==> src/rtl/simple_processor_pkg.sv <==
// Shared widths and opcode encoding for the accumulator core.
package simple_processor_pkg;

    localparam int DATA_W  = 32;
    localparam int ADDR_W  = 8;
    localparam int INSTR_W = 11;

    typedef enum logic [2:0] {
        OP_LOAD  = 3'b000,
        OP_STORE = 3'b001,
        OP_ADD   = 3'b010,
        OP_SUB   = 3'b011,
        OP_LDI   = 3'b100,
        OP_JMP   = 3'b101,
        OP_JZ    = 3'b110,
        OP_JN    = 3'b111
    } opcode_t;

endpackage

==> src/rtl/simple_processor_alu.sv <==
// Combinational next-accumulator computation plus branch conditions on the current ACC.
module simple_processor_alu
    import simple_processor_pkg::*;
(
    input  opcode_t                   op,
    input  logic signed [DATA_W-1:0]  acc,
    input  logic signed [DATA_W-1:0]  mem_data,
    input  logic        [ADDR_W-1:0]  operand,
    output logic signed [DATA_W-1:0]  acc_next,
    output logic                      zero,
    output logic                      neg
);

    always_comb begin
        acc_next = acc;
        case (op)
            OP_LOAD: acc_next = mem_data;
            OP_ADD:  acc_next = acc + mem_data;
            OP_SUB:  acc_next = acc - mem_data;
            OP_LDI:  acc_next = {{(DATA_W-ADDR_W){operand[ADDR_W-1]}}, operand};
            default: acc_next = acc;
        endcase
    end

    // Conditions look at ACC before the edge, so branches never see the new value.
    assign zero = (acc == '0);
    assign neg  = acc[DATA_W-1];

endmodule

==> src/rtl/simple_processor.sv <==
// Single-cycle accumulator core: PC/ACC registers, next-PC selection and write gating.
module simple_processor
    import simple_processor_pkg::*;
(
    input  logic                      clk,
    input  logic                      rst,
    input  logic        [INSTR_W-1:0] instr,
    output logic        [ADDR_W-1:0]  instr_addr,
    output logic                      mem_wr,
    output logic        [ADDR_W-1:0]  mem_addr,
    input  logic signed [DATA_W-1:0]  mem_data_in,
    output logic signed [DATA_W-1:0]  mem_data_out
);

    logic        [ADDR_W-1:0] pc, pc_next;
    logic signed [DATA_W-1:0] acc, acc_next;
    logic                     zero, neg;
    opcode_t                  op;
    logic        [ADDR_W-1:0] operand;

    assign op      = opcode_t'(instr[INSTR_W-1:ADDR_W]);
    assign operand = instr[ADDR_W-1:0];

    simple_processor_alu u_alu (
        .op       (op),
        .acc      (acc),
        .mem_data (mem_data_in),
        .operand  (operand),
        .acc_next (acc_next),
        .zero     (zero),
        .neg      (neg)
    );

    always_comb begin
        pc_next = pc + 1'b1;
        case (op)
            OP_JMP:  pc_next = operand;
            OP_JZ:   if (zero) pc_next = operand;
            OP_JN:   if (neg)  pc_next = operand;
            default: pc_next = pc + 1'b1;
        endcase
    end

    always_ff @(posedge clk) begin
        if (!rst) begin
            pc  <= '0;
            acc <= '0;
        end else begin
            pc  <= pc_next;
            acc <= acc_next;
        end
    end

    // Reset masks the write combinationally so a STORE in flight never lands.
    assign mem_wr       = rst && (op == OP_STORE);
    assign mem_addr     = operand;
    assign instr_addr   = pc;
    assign mem_data_out = acc;

endmodule

==> config.mk <==
export PLATFORM = sky130hd
export DESIGN_NAME = simple_processor
export DESIGN_NICKNAME = d
export VERILOG_FILES = /design/src/rtl/simple_processor_pkg.sv /design/src/rtl/simple_processor_alu.sv /design/src/rtl/simple_processor.sv
export SDC_FILE = /design/constraint.sdc
export NUM_CORES = 1
export LEC_CHECK = 0
export BUFFER_PORTS_ARGS = -buffer_cell sky130_fd_sc_hd__buf_2
export CAP_MARGIN = 20
export CORE_MARGIN = 2
export CORE_UTILIZATION = 40
export CTS_CLUSTER_DIAMETER = 80
export DETAILED_ROUTE_END_ITERATION = 10
export HOLD_SLACK_MARGIN = 0.1
export SKIP_CTS_REPAIR_TIMING = 1
export SYNTH_ARGS = -nofsm -noshare
export SYNTH_HDL_FRONTEND = slang
export SYNTH_SLANG_ARGS = --single-unit
==> constraint.sdc <==
create_clock -name clk -period 4.1 [get_ports clk]
set_input_delay 0.205 -clock clk [delete_from_list [all_inputs] [get_ports clk]]
set_output_delay 0.205 -clock clk [all_outputs]
set_load 0.1 [all_outputs]
* Word-level counts from Yosys, hierarchy flattened
Index checks and enable logic that the tools add are counted.
** Operators by class
- $add $sub $neg :: 3
- Equality and inequality tests :: 7
- Mux-type cells :: 4
- Reduce and logical (&&, ||, !) cells :: 4
** Operator list (number)
- 32-bit one-hot mux with 4 select lines :: 1
- 32-bit adder :: 1
- 32-bit logical NOT :: 1
- 32-bit subtractor :: 1
- 8-bit one-hot mux with 3 select lines :: 1
- 8-bit 2-to-1 mux :: 2
- 3-bit == test, second input constant :: 4
- 8-bit by 1-bit adder with 8-bit output, second input constant :: 1
- 3-bit by 2-bit == test with 1-bit output, second input constant :: 2
- 4-bit nonzero test :: 1
- 3-bit by 1-bit == test with 1-bit output, second input constant :: 1
- 3-bit logical NOT :: 1
- 1-bit logical AND :: 1
** Word-level totals
- Register bits after elaboration :: 40

* Depth between registers and ports, before layout
Gate-level depths: netlist of run 1.
- Word-level depth :: 3
- Mapped depth :: 15
- Mapped depth without buffers :: 14

* By module
A second synthesis of run 1 with hierarchy kept.
** Second synthesis, totals
- Cell total of the unflattened synthesis :: 705
- Area, all modules :: 5052.3 um^2
** By module, submodules not included
- simple_processor_alu :: area an instance 3704.8 um^2, cells an instance 585, times used 1, seq. area each 0.0 um^2
- simple_processor :: area an instance 1347.5 um^2, cells an instance 120, times used 1, seq. area each 800.8 um^2

* Worst setup path after synthesis of run 1
Ideal clock, no wire load.
- Path type :: input to register
- From :: in mem_data_in[4]
- To :: reg acc[25], in the netlist mem_data_out[25]
- Slack :: 653 ps
- Setup time :: 125 ps
- Cell stages on the path :: 13
- Path buffers :: 1
- Arrival :: 3322 ps
- Data required time :: 3975 ps
- Cell sequence :: nor4_1 > nand2_1 > or3_1 > o31ai_1 > xor2_1 > ha_1 > clkbuf_1 > nand4_1 > or4_1 > o21ai_1 > nor4bb_1 > or4_1 > nand3_1
** On the way
- Word-level cells in the longest chain between the ends :: 2
- Elaborated cells on any way between the ends :: 3
** RTL lines
- start, declared :: RTL line simple_processor.sv:11 : input logic signed [DATA_W-1:0] mem_data_in,
- 32-bit subtractor or 32-bit adder (tied branches) :: RTL line simple_processor_alu.sv:19, simple_processor_alu.sv:18
- 32-bit one-hot mux with 4 select lines (*) :: RTL line simple_processor_alu.sv:16 : case (op)
- end signal, assigned :: RTL line simple_processor.sv:50 : acc <= acc_next;
- end, declared :: RTL line simple_processor.sv:16 : logic signed [DATA_W-1:0] acc, acc_next;
Mark *: on every way between the ends. The rest lies on a longest branch, timed or not.
A chain may end at the register's enable or synchronous reset.

* Final worst setup path of run 1
- From :: in mem_data_in[4]
- To :: reg acc[19], in the netlist mem_data_out[19]
Same word-level chain as after synthesis.

==> results of run 1 <==
critical path, cell delays in order:
cell	delay, ps
buf_2	120
nor4_1	290
buf_4	180
nand2_1	60
or3_1	340
o31ai_1	290
xor2_1	110
ha_1	440
nand2_1	120
o21ai_0	310
a21oi_1	170
a21oi_1	440
nor3_1	90
o31ai_1	450
o211a_1	220
report_power, final:
group | internal (µW) | leakage [µW] | total (µW) | switching [µW]
Sequential | 440 | 0.000332 | 507 | 67.2
Clock | 184 | 0.0000548 | 366 | 182
Combinational | 370 | 0.00197 | 1300 | 934
Total | 994 | 0.00236 | 2180 | 1180
metrics by stage:
step	std cells	utilization	worst slack (ps)	total power, µW	instance area, µm²
5_1_grt	830	0.475	296	2300	5150
4_1_cts	830	0.475	606	2170	5150
6_report	830	0.475	501	2180	5150
3_5_place_dp	822	0.464	234	1800	5030
2_1_floorplan	608	-	653	1500	4440
3_3_place_gp	822	0.464	281	1790	5030
area by class of cell:
cell class,instances,area (µm²)
clock buffer,5,68.8
clock inverter,3,46.3
fill,1135,5690
inverter,17,63.8
multi-input combinational,516,3410
sequential,40,801
tap,140,175
timing repair buffer,109,586
sequential cells by signal, indices dropped and copies added (netlist names):
name,count
instr_addr,8
mem_data_out,32
path summary, 6_finish.rpt:
path                                startpoint                            end  slack (ps)
hold / removal                        instr[3]       instr_addr[3]$_SDFF_PN0_         140
setup / recovery                mem_data_in[4]  mem_data_out[19]$_SDFFE_PN0P_         500
setup reg to reg  mem_data_out[9]$_SDFFE_PN0P_  mem_data_out[19]$_SDFFE_PN0P_        1400
hold reg to reg       instr_addr[0]$_SDFF_PN0_       instr_addr[0]$_SDFF_PN0_         570
Yosys cell counts, drive strengths merged, types with 2 or more instances:
| cell | n | area, µm² |
|---|---|---|
| a21boi | 2 | 15.0 |
| a221oi | 7 | 61.3 |
| nand2 | 64 | 240 |
| a21o | 8 | 60.1 |
| a41oi | 3 | 26.3 |
| a21oi | 56 | 280 |
| inv | 17 | 63.8 |
| o22ai | 10 | 62.6 |
| nor2b | 12 | 75.1 |
| and3 | 3 | 18.8 |
| mux2 | 4 | 45.0 |
| and4 | 2 | 17.5 |
| o32ai | 3 | 26.3 |
| o2111ai | 2 | 17.5 |
| nor2 | 39 | 146 |
| a211oi | 5 | 37.5 |
| nand3 | 10 | 50.1 |
| nor3 | 12 | 60.1 |
| o41ai | 4 | 35.0 |
| nand4 | 10 | 62.6 |
| o211ai | 3 | 22.5 |
| a31oi | 5 | 31.3 |
| or3 | 10 | 82.6 |
| o31a | 2 | 17.5 |
| o21ai | 75 | 375 |
| mux2i | 5 | 50.1 |
| a22o | 2 | 17.5 |
| dfxtp | 40 | 801 |
| o31ai | 12 | 104 |
| o221ai | 2 | 17.5 |
| clkbuf | 25 | 93.8 |
| ha | 33 | 413 |
| xor2 | 38 | 333 |
| xnor2 | 23 | 201 |
| o21a | 5 | 37.5 |
| or4 | 4 | 37.5 |
| and2 | 7 | 43.8 |
| nor4 | 11 | 68.8 |
| a222oi | 3 | 30.0 |
| o211a | 8 | 80.1 |
| o21bai | 5 | 37.5 |
| buf | 10 | 71.3 |
placed cells by master, fill, tap and decap left out, types with 8 or more instances in the layout:
cell type	synthesis	final
buf_2	0	93
o21ai_0	72	72
nand2_1	64	64
a21oi_1	56	56
dfxtp_1	40	40
nor2_1	39	39
xor2_1	38	38
ha_1	33	33
xnor2_1	23	23
inv_1	17	17
buf_4	9	16
nor3_1	12	12
nor2b_1	12	12
nor4_1	11	11
o31ai_1	11	11
nand4_1	10	10
nand3_1	10	10
o22ai_1	10	10
a21o_1	8	8
o211a_1	8	8
per-layer routing:
layer	share of wire	vias up
met5	0	-
li1	-	2418
met4	0.022	0
met2	0.43	257
met1	0.46	2392
met3	0.087	34
logic make-up after synthesis:
kind of cell,Yosys count
AOI/OAI and AO/OA,224
xor gates and xnor gates,61
adders and majority gates,34
buffers and inverters,52
DFF,40
muxes,9
and+or+nand+nor,188
==> results list, run 1 <==
- The first global-routing pass estimated 25,300 µm of wire.
- Chip width: 109 µm
- Number of buffers added by the clock tree synthesis step: 5
- The most used flip-flop cell after synthesis is dfxtp_1.
- After clock tree synthesis, the clock-pin slew on the worst setup and hold paths is 100 ps.
* Routed Antenna Nets: 0
- Placeable core region: 10,800 µm²
- Number of sinks on the clock net: 40
- Dividing the final minimum period by the clock period gives 0.878.
- 94 I/O pins were placed.
* Worst hold path cell count: 2
- In this run the core area contains 38 standard-cell rows.
- Htree depth: 2
- Asr flop ratio synth: 0
- GRT Residual Overflow: 0
* Data required, critical path: 4370 ps
* Starting density of the core: 0.409
- Area share of fa/ha/maj cells after synthesis: 0.0976
- Compared with the post-synthesis result, the final layout area differs by 16.0%.
- Routed vias: 5,101
- Synth Area in XOR/XNOR: 0.120
- Slew at the pin with the worst max-slew slack: 857 ps
- In this run the power density over the cells is 423 nW/µm².
* Count of flip-flops with a built-in enable after synthesis: 0
* Bufs on Longest Clock Path: 2
- Critical Path Source Type: primary input
- Across every metal layer, demand over resource in global routing totals 0.278.
- Synthesis inferred 40 register bits.
- After routing, the total negative slack on setup checks comes to 0 ps.
- At the worst endpoint, the arrival time is 3870 ps.
* Min cycle time layout: 3600 ps
* # port buffers: 93
* Drt wl/cell: 19.6 µm
- Across the run, the number of max-cap violations was 0.
* Count of endpoints failing setup in the final report: 0
- Summed over all layers, the routed wires come to 16,300 µm.
* Met2 routing resource usage after global routing: 0.420
* Mapped Area: 4440 µm²
- In the final layout, the share of cells above drive strength 1 is 0.187.
- Post-Synth Simple-Gate Area: 0.210
- The area fraction in compound gates after synthesis came to 0.318.
- Cell at the root of the clock tree: clkbuf_8
* Unrepaired setup endpoints after global routing: false
* Final Hold Fails: 0
- For this block, the initial DRC count from the detailed router was 445.
- Fmax achieved: 278 MHz
- GR Layer Usage met1: 0.395
- Hold Crit Class: primary input to flop
* Post-synth cell types: 54
- The flow ran to the end, and the final reports show no timing, DRC or antenna violations.
- Maximum resistive drop on vdd: 0.180 mV
* Floorplan die area: 12,000 µm²
- Max Transition Viols Final: 0
- Synthesis produced 608 cells.
- Worst clock skew: 14.4 ps
- Worst reg2reg path depth: 8
- Entering global routing, the biggest net connects 40 pins.
- Busiest metal layer after global routing: met2
- Number of global-route vias before repair: 4,741
* Synthesized net count: 687
- STA classifies the critical path endpoint as a flop.
* Sum of net half-perimeters after detailed placement: 12,600 µm
- The worst setup path is of the primary input to flop kind.
- The die is 109 µm tall.
* Hold_ws: 141 ps
- TritonCTS built the clock tree.
- Measured against its own limit, the worst slew margin works out to 0.428.
- For this run, the detailed router's first-pass iteration total came to 5.
- Of all nets on the critical path, the largest fanout is 8.
* Skew-Pair Late Insertion Delay: 330 ps
- For this run, design rule violations remaining after detail routing come to 0.
* Dominant combinational cell family by area after synthesis: compound AO/OA/AOI/OAI gates
- Routability-driven placement finished with a final weighted congestion of 0.951.
* Antenna Diode Count: 0
- Met3 GRT Util: 0.0575
* P_leak: 0.00236 µW
- In the routed layout, each cell is associated on average with a via count of 6.15.
* Yosys warns: 0
- After synthesis, the mean cell area works out to 7.30 µm².
* Initial antenna violation count: 0
- Proportion of synthesized area in mux cells: 0.0214
- Of the synthesized area, sequential elements account for 0.180.
- Nets@finish: 768
Power figures use the tool's default switching activity.
==> run 2: changes to the inputs <==
--- a/config.mk
+++ b/config.mk
@@ -7,11 +7,14 @@
 export LEC_CHECK = 0
 export BUFFER_PORTS_ARGS = -buffer_cell sky130_fd_sc_hd__buf_2
 export CAP_MARGIN = 20
+export CELL_PAD_IN_SITES_DETAIL_PLACEMENT = 1
+export CELL_PAD_IN_SITES_GLOBAL_PLACEMENT = 2
 export CORE_MARGIN = 2
-export CORE_UTILIZATION = 40
+export CORE_UTILIZATION = 31
 export CTS_CLUSTER_DIAMETER = 80
 export DETAILED_ROUTE_END_ITERATION = 10
 export HOLD_SLACK_MARGIN = 0.1
+export PLACE_DENSITY_LB_ADDON = 0.1
 export SKIP_CTS_REPAIR_TIMING = 1
 export SYNTH_ARGS = -nofsm -noshare
 export SYNTH_HDL_FRONTEND = slang
==> results list, run 2 (synthesis gave the netlist of run 1 again) <==
* Maximum capacitance violations: 0 (unchanged)
* Skew-Pair Late Insertion Delay: 300 ps (-30 ps)
* Htree depth: 2 (unchanged)
- Arrival time of data at the critical path endpoint: 3790 ps (-80 ps)
* Register-to-register setup slack: 1230 ps (-170 ps)
* Number of standard-cell rows in the floorplan: 43 (+13%)
- Worst clock skew: 7.94 ps (-6.47 ps)
- Maximum fanout encountered on the critical timing path: 9 (+1)
- TritonCTS built the clock tree.
- The instance count after placement with tap cells included was 862 (+4.9%).
- In the layout the commonest cells are buf_2 (93), o21ai_0 (72), nand2_1 (64).
* Via count normalized by instance count: 5.81 (-5.5%)
* Count of endpoints failing setup in the final report: 0 (unchanged)
- The number of nets in the finished design is 768 (unchanged).
- Hold Crit Class: primary input to flop
- The DRC violation count after routing was 0 (unchanged).
- Sum of net half-perimeters after detailed placement: 15,300 µm (+21%)
- Hold worst-path end: instr_addr[5]$_SDFF_PN0_
- End of the worst register-to-register path: mem_data_out[24]$_SDFFE_PN0P_
- Pin count of the biggest net entering global routing: 28 (-30%)
- Run status: completed
* Worst Min Path Start: instr[5]
- The path depth of the worst reg2reg path came to 10 (+2).
- The number of buffers inserted during clock tree synthesis came to 5 (unchanged).
- The time the worst path needs with I/O delays and setup was 3610 ps (+13.7 ps).
- Leading cell type in the layout, fill and taps excluded: buf_2
* Area added between synthesis and finish: 18.3%
- Kind of capture point of the worst setup path: flop
- Rel. slew slack: 0.297 (-0.131)
- The width of the chip came to 124 µm (+13%).
- The via count of the first global-routing pass is 5,070 (+6.9%).
- The routed wire length is 19,000 µm (+16%).
* Routed Antenna Nets: 0 (unchanged)
- The overall track demand over capacity in global routing was 0.252 (-0.0261).
* Maximum resistive drop on vdd: 0.197 mV (+9.5%)
- STA classifies the critical path startpoint as a primary input.
- The remaining global-route overflow is 0 (unchanged).
* Drt wl/cell: 21.8 µm (+11%)
- The starting DRC count in detailed routing is 404 (-9.2%).
* Post-route insts no fill: 870 (+4.8%)
- Share of the cycle needed by the critical path after routing: 0.881 (+0.00333)
- Worst reg2reg startpoint: mem_data_out[0]$_SDFFE_PN0P_
- Max Transition Viols Final: 0 (unchanged)
* Data required, critical path: 4280 ps (-90 ps)
- The count of input and output buffers is 93 (unchanged).
* Unrepaired setup endpoints after global routing: false
- The hold violation total from the final report is 0 (unchanged).
* Placer's final routability congestion estimate: 0.896 (-5.8%)
- The initial standard-cell utilization of the core is 0.318 (-0.0909).
- Initial antenna violation count: 0 (unchanged)
- The number of top-level pins came to 94 (unchanged).
- DIE HEIGHT: 124 µm (+13%)
- Setup_tns: 0 ps (unchanged)
- Number of iterations in the first detailed-routing pass: 4 (-1)
- The overall die area came to 15,300 µm² (+28%).
* Routed vias: 5,054 (-0.92%)
* # fillers: 1,787 (+57%)
- The worst-case clock buffer depth was 2 (unchanged).
* P_leak: 0.00238 µW (+1.1%)
- The CTS sink count came to 40 (unchanged).
- The first-pass GRT wire length is 29,100 µm (+15%).
- Number of flip-flops in the largest register: 32 (unchanged)
- The clock transition time at the flip-flop clock pins of the worst setup and hold paths was 70 ps (-30 ps).
* Antenna Diode Count: 0 (unchanged)
* Type of the setup path with the least slack: primary input to flop
- The maximum clock rate was 277 MHz (-0.38%).
- Slew at the pin with the worst max-slew slack: 1050 ps (+193 ps)
- Share of layout cells above drive strength 1: 0.187 (unchanged)
* Cell at the root of the clock tree: clkbuf_16
- The core region area was 13,900 µm² (+29%).
- P per Cell Area: 442 nW/µm² (+4.5%)
- Worst hold path cell count: 2 (unchanged)
==> run 2: cell types whose count changed in the layout (fill, tap and decap cells not counted) <==
cell / previous run / this run
clkinv_2: 0 / 1
clkbuf_8: 5 / 0
a21oi_2: 0 / 1
a21oi_1: 56 / 55
clkinvlp_4: 1 / 0
inv_6: 1 / 0
clkbuf_16: 0 / 5
clkbuf_1: 0 / 1
==> run 2: through the flow <==
stage / setup slack, ps / utilization / power, µW / area [µm²] / hold WS [ps]
5_1_grt: 185 / 0.377 / 2450 / 5250 / 192
4_1_cts: 477 / 0.377 / 2330 / 5250 / 187
6_report: 487 / 0.377 / 2320 / 5250 / 190
2_1_floorplan: 653 / - / 1500 / 4440 / 361
3_5_place_dp: 155 / 0.365 / 1840 / 5090 / 502
3_3_place_gp: 183 / 0.365 / 1830 / 5090 / 480
==> run 2: how the worst max path moves through the flow <==
| stage | from | end | slack [ps] | cells past startpoint |
|---|---|---|---|---|
| 6_report | mem_data_in[12] | mem_data_out[29]$_SDFFE_PN0P_ | 490 | 14 |
| 5_1_grt | mem_data_in[12] | mem_data_out[29]$_SDFFE_PN0P_ | 190 | 14 |
| 4_1_cts | mem_data_in[12] | mem_data_out[29]$_SDFFE_PN0P_ | 480 | 14 |
| 3_5_place_dp | mem_data_in[12] | mem_data_out[29]$_SDFFE_PN0P_ | 150 | 14 |
| 3_3_place_gp | mem_data_in[12] | mem_data_out[31]$_SDFFE_PN0P_ | 180 | 14 |
| 2_1_floorplan | mem_data_in[4] | mem_data_out[25]$_SDFFE_PN0P_ | 650 | 13 |
==> run 2: power breakdown <==
group	total, µW	internal, µW	switching, µW
clock	473	287	186
sequential	511	440	70.4
combinational	1340	372	965
total	2320	1100	1220
==> run 2: per-layer routing <==
metal | global-route usage | vias up | share of wire
met3 | 0.0385 | 12 | 0.053
met2 | 0.402 | 138 | 0.45
met1 | 0.364 | 2481 | 0.49
met4 | 0.0376 | 0 | 0.0076
met5 | 0 | - | 0
li1 | - | 2423 | -
==> run 2: worst max-delay path: stages <==
cell and delay [ps]:
buf_2 130, or4_4 530, or3_4 370, or3_1 440, o31ai_1 290, xor2_1 180
ha_1 350, a21oi_1 230, o21ai_0 180, a221oi_1 320, o31ai_1 130, a31oi_1 190
xor2_1 170, o21ai_0 90
==> run 2: cell type report <==
type / instances / area [µm²] / area share
Timing Repair Buffer: 109 / 586 / 0.112
Sequential cell: 40 / 801 / 0.153
Clock inverter: 2 / 35.0 / 0.00667
Multi-Input combinational cell: 516 / 3410 / 0.650
Clock buffer: 6 / 129 / 0.0245
Inverter: 17 / 63.8 / 0.0122
Tap cell: 180 / 225 / 0.0429
==> run 3: changes to the inputs <==
--- a/config.mk
+++ b/config.mk
@@ -15,6 +15,7 @@
 export DETAILED_ROUTE_END_ITERATION = 10
 export HOLD_SLACK_MARGIN = 0.1
 export PLACE_DENSITY_LB_ADDON = 0.1
+export REMOVE_ABC_BUFFERS = 1
 export SKIP_CTS_REPAIR_TIMING = 1
 export SYNTH_ARGS = -nofsm -noshare
 export SYNTH_HDL_FRONTEND = slang
==> results list, run 3 (synthesis gave the netlist of run 1 again) <==
- Leaving out fill and tap cells, the most frequent cell in the layout is buf_2.
- Type of the setup path with the least slack: primary input to flop
- The layer flagged by global routing as most heavily used is met2.
- TritonCTS built the clock tree.
- The number of rows created at floorplan was 43 (unchanged).
- Routed Antenna Nets: 0 (unchanged)
* CTS clock-pin slew for the worst setup and hold paths: 70 ps (about the same)
* Placeable core region: 13,900 µm² (unchanged)
- Design Power: 2340 µW (+0.72%)
- The maximum clock rate came to 261 MHz (-5.6%).
* Hold Crit Class: primary input to flop
- Met2 routing resource usage after global routing: 0.395 (-0.00755)
* Sum of net half-perimeters after detailed placement: 14,900 µm (-2.4%)
- DIE HEIGHT: 124 µm (unchanged)
- Cell at the root of the clock tree: clkbuf_16
* Worst clock skew: 8.58 ps (+0.647 ps)
* Kind of capture point of the worst setup path: flop
* Pin count of the biggest net entering global routing: 22 (-21%)
- The routed wire length was 18,600 µm (-2.2%).
- Maximum fanout encountered on the critical timing path: 9 (unchanged)
- The global routing met1 resource utilization is 0.359 (-0.00523).
- Critical Path Source Type: primary input
- Met3 GRT Util: 0.0293 (-0.00916)
- The global placement routability congestion is 0.931 (+3.9%).
* Antenna Diode Count: 0 (unchanged)
* Nets@finish: 770 (+0.26%)
- # fillers: 1,785 (-0.11%)
* Register area: 801 µm² (unchanged)
- Setup repair after global routing left no endpoint under its margin.
* Number of global-route vias before repair: 4,999 (-1.4%)
* Boundary pin count: 94 (unchanged)
* Count of endpoints failing setup in the final report: 0 (unchanged)
- Post-place setup slack: -131 ps (-285 ps)
- Share of layout cells above drive strength 1: 0.189 (+0.00235)
* Setup_tns: 0 ps (unchanged)
- Number of buffers added by the clock tree synthesis step: 5 (unchanged)
- Commonest cells after routing, fill and taps aside: buf_2 (93), o21ai_0 (72), nand2_1 (64)
* Via count normalized by instance count: 5.83 (+0.44%)
- The worst relative slew slack came to 0.387 (+0.0901).
- The placed cell area is 5090 µm² (about the same).
- The remaining global-route overflow came to 0 (unchanged).
- The hold violation total from the final report came to 0 (unchanged).
- The routed length per instance was 21.3 µm (-2.5%).
- From synthesis to final layout, the design area changed by 18.8%.
* Share of the cycle needed by the critical path after routing: 0.934 (+0.0524)
- Chip width: 124 µm (unchanged)
- The H-tree depth is 2 (unchanged).
* Area of the multi-input gates: 3410 µm² (-0.11%)
- The data arrival at the endpoint of the critical path was 4020 ps (+230 ps).
- The count of input and output buffers was 93 (unchanged).
* Floorplan die area: 15,300 µm² (unchanged)
- Data required, critical path: 4290 ps (about the same)
- The static leakage power is 0.00239 µW (+0.41%).
- Skew-Pair Late Insertion Delay: 310 ps (about the same)
- The number of antenna violations at the first check in global routing came to 0 (unchanged).
- The peak ir drop on the vdd network was 0.167 mV (-15%).
- Number of sinks on the clock net: 40 (unchanged)
* DRC marker count from the first detailed-route iteration: 320 (-21%)
- The transition at the pin with the smallest max-transition slack was 919 ps (-131 ps).
- The DRC violation count after routing came to 0 (unchanged).
- The post-route cell area was 5270 µm² (+0.36%).
- The time the worst path needs with I/O delays and setup came to 3830 ps (+215 ps).
- Starting density of the core: 0.318 (unchanged)
* P per Cell Area: 444 nW/µm² (+0.36%)
- The number of flip-flops under the largest register name came to 32 (unchanged).
- The final-layout worst hold slack came to 175 ps (-14.5 ps).
* Bufs on Longest Clock Path: 2 (unchanged)
* Number of iterations in the first detailed-routing pass: 4 (unchanged)
* Routed vias: 5,088 (+0.67%)
- Run status: completed
* Final worst-path setup slack: 273 ps (-215 ps)
- Total GRT Usage: 0.249 (-0.00313)
- The first-pass GRT wire length is 28,400 µm (-2.3%).
- The max-slew violation total from the final report came to 0 (unchanged).
- The number of violations of the max-capacitance limit came to 0 (unchanged).
run 3: cell types whose count changed in the layout (fill, tap and decap cells not counted), sizes merged:
cell      delta
clkinv       -1
buf          +2
inv          +1
clkinvlp     +1
clkbuf       -1
run 3: cell type report:
| class | instances | area share |
|---|---|---|
| Multi-Input combinational cell | 516 | 0.647 |
| Clock buffer | 5 | 0.0237 |
| Sequential cell | 40 | 0.152 |
| Inverter | 17 | 0.0121 |
| Tap cell | 180 | 0.0427 |
| Timing Repair Buffer | 111 | 0.114 |
| Clock inverter | 3 | 0.00879 |
run 3: path summary, 6_finish.rpt:
| path | start | to | slack (ps) | cells after the start |
|---|---|---|---|---|
| setup / recovery | mem_data_in[12] | mem_data_out[31]$_SDFFE_PN0P_ | 270 | 14 |
| hold / removal | instr[0] | instr_addr[0]$_SDFF_PN0_ | 180 | 2 |
| setup reg to reg | mem_data_out[0]$_SDFFE_PN0P_ | mem_data_out[24]$_SDFFE_PN0P_ | 1280 | 10 |
| hold reg to reg | instr_addr[0]$_SDFF_PN0_ | instr_addr[0]$_SDFF_PN0_ | 560 | 2 |
run 3: worst max-delay path, cell delays in order:
cell and delay, ps:
buf_2 130, or4_4 520, or3_4 380, or3_1 410
o31ai_1 360, xor2_1 190, ha_1 340, a21oi_1 240
o21ai_0 160, a221oi_1 400, o21ai_0 150, a21oi_1 270
xnor2_1 160, o21ai_1 70
run 3: report_power, final:
group | internal, µW | total (µW) | switching (µW)
Clock | 291 | 499 | 209
Combinational | 373 | 1330 | 958
Sequential | 440 | 508 | 67.4
run 3: layer usage:
metal | up-vias | routed length, µm
met3 | 17 | 843
met1 | 2509 | 9160
met2 | 134 | 8300
li1 | 2428 | -
met4 | 0 | 271
met5 | - | 0
run 3: stage by stage:
| stage | std cells | util |
|---|---|---|
| CTS | 871 | 0.378 |
| floorplan | 573 | - |
| finish | 872 | 0.378 |
| global route | 872 | 0.378 |
| detailed placement | 863 | 0.365 |
| global placement | 863 | 0.365 |
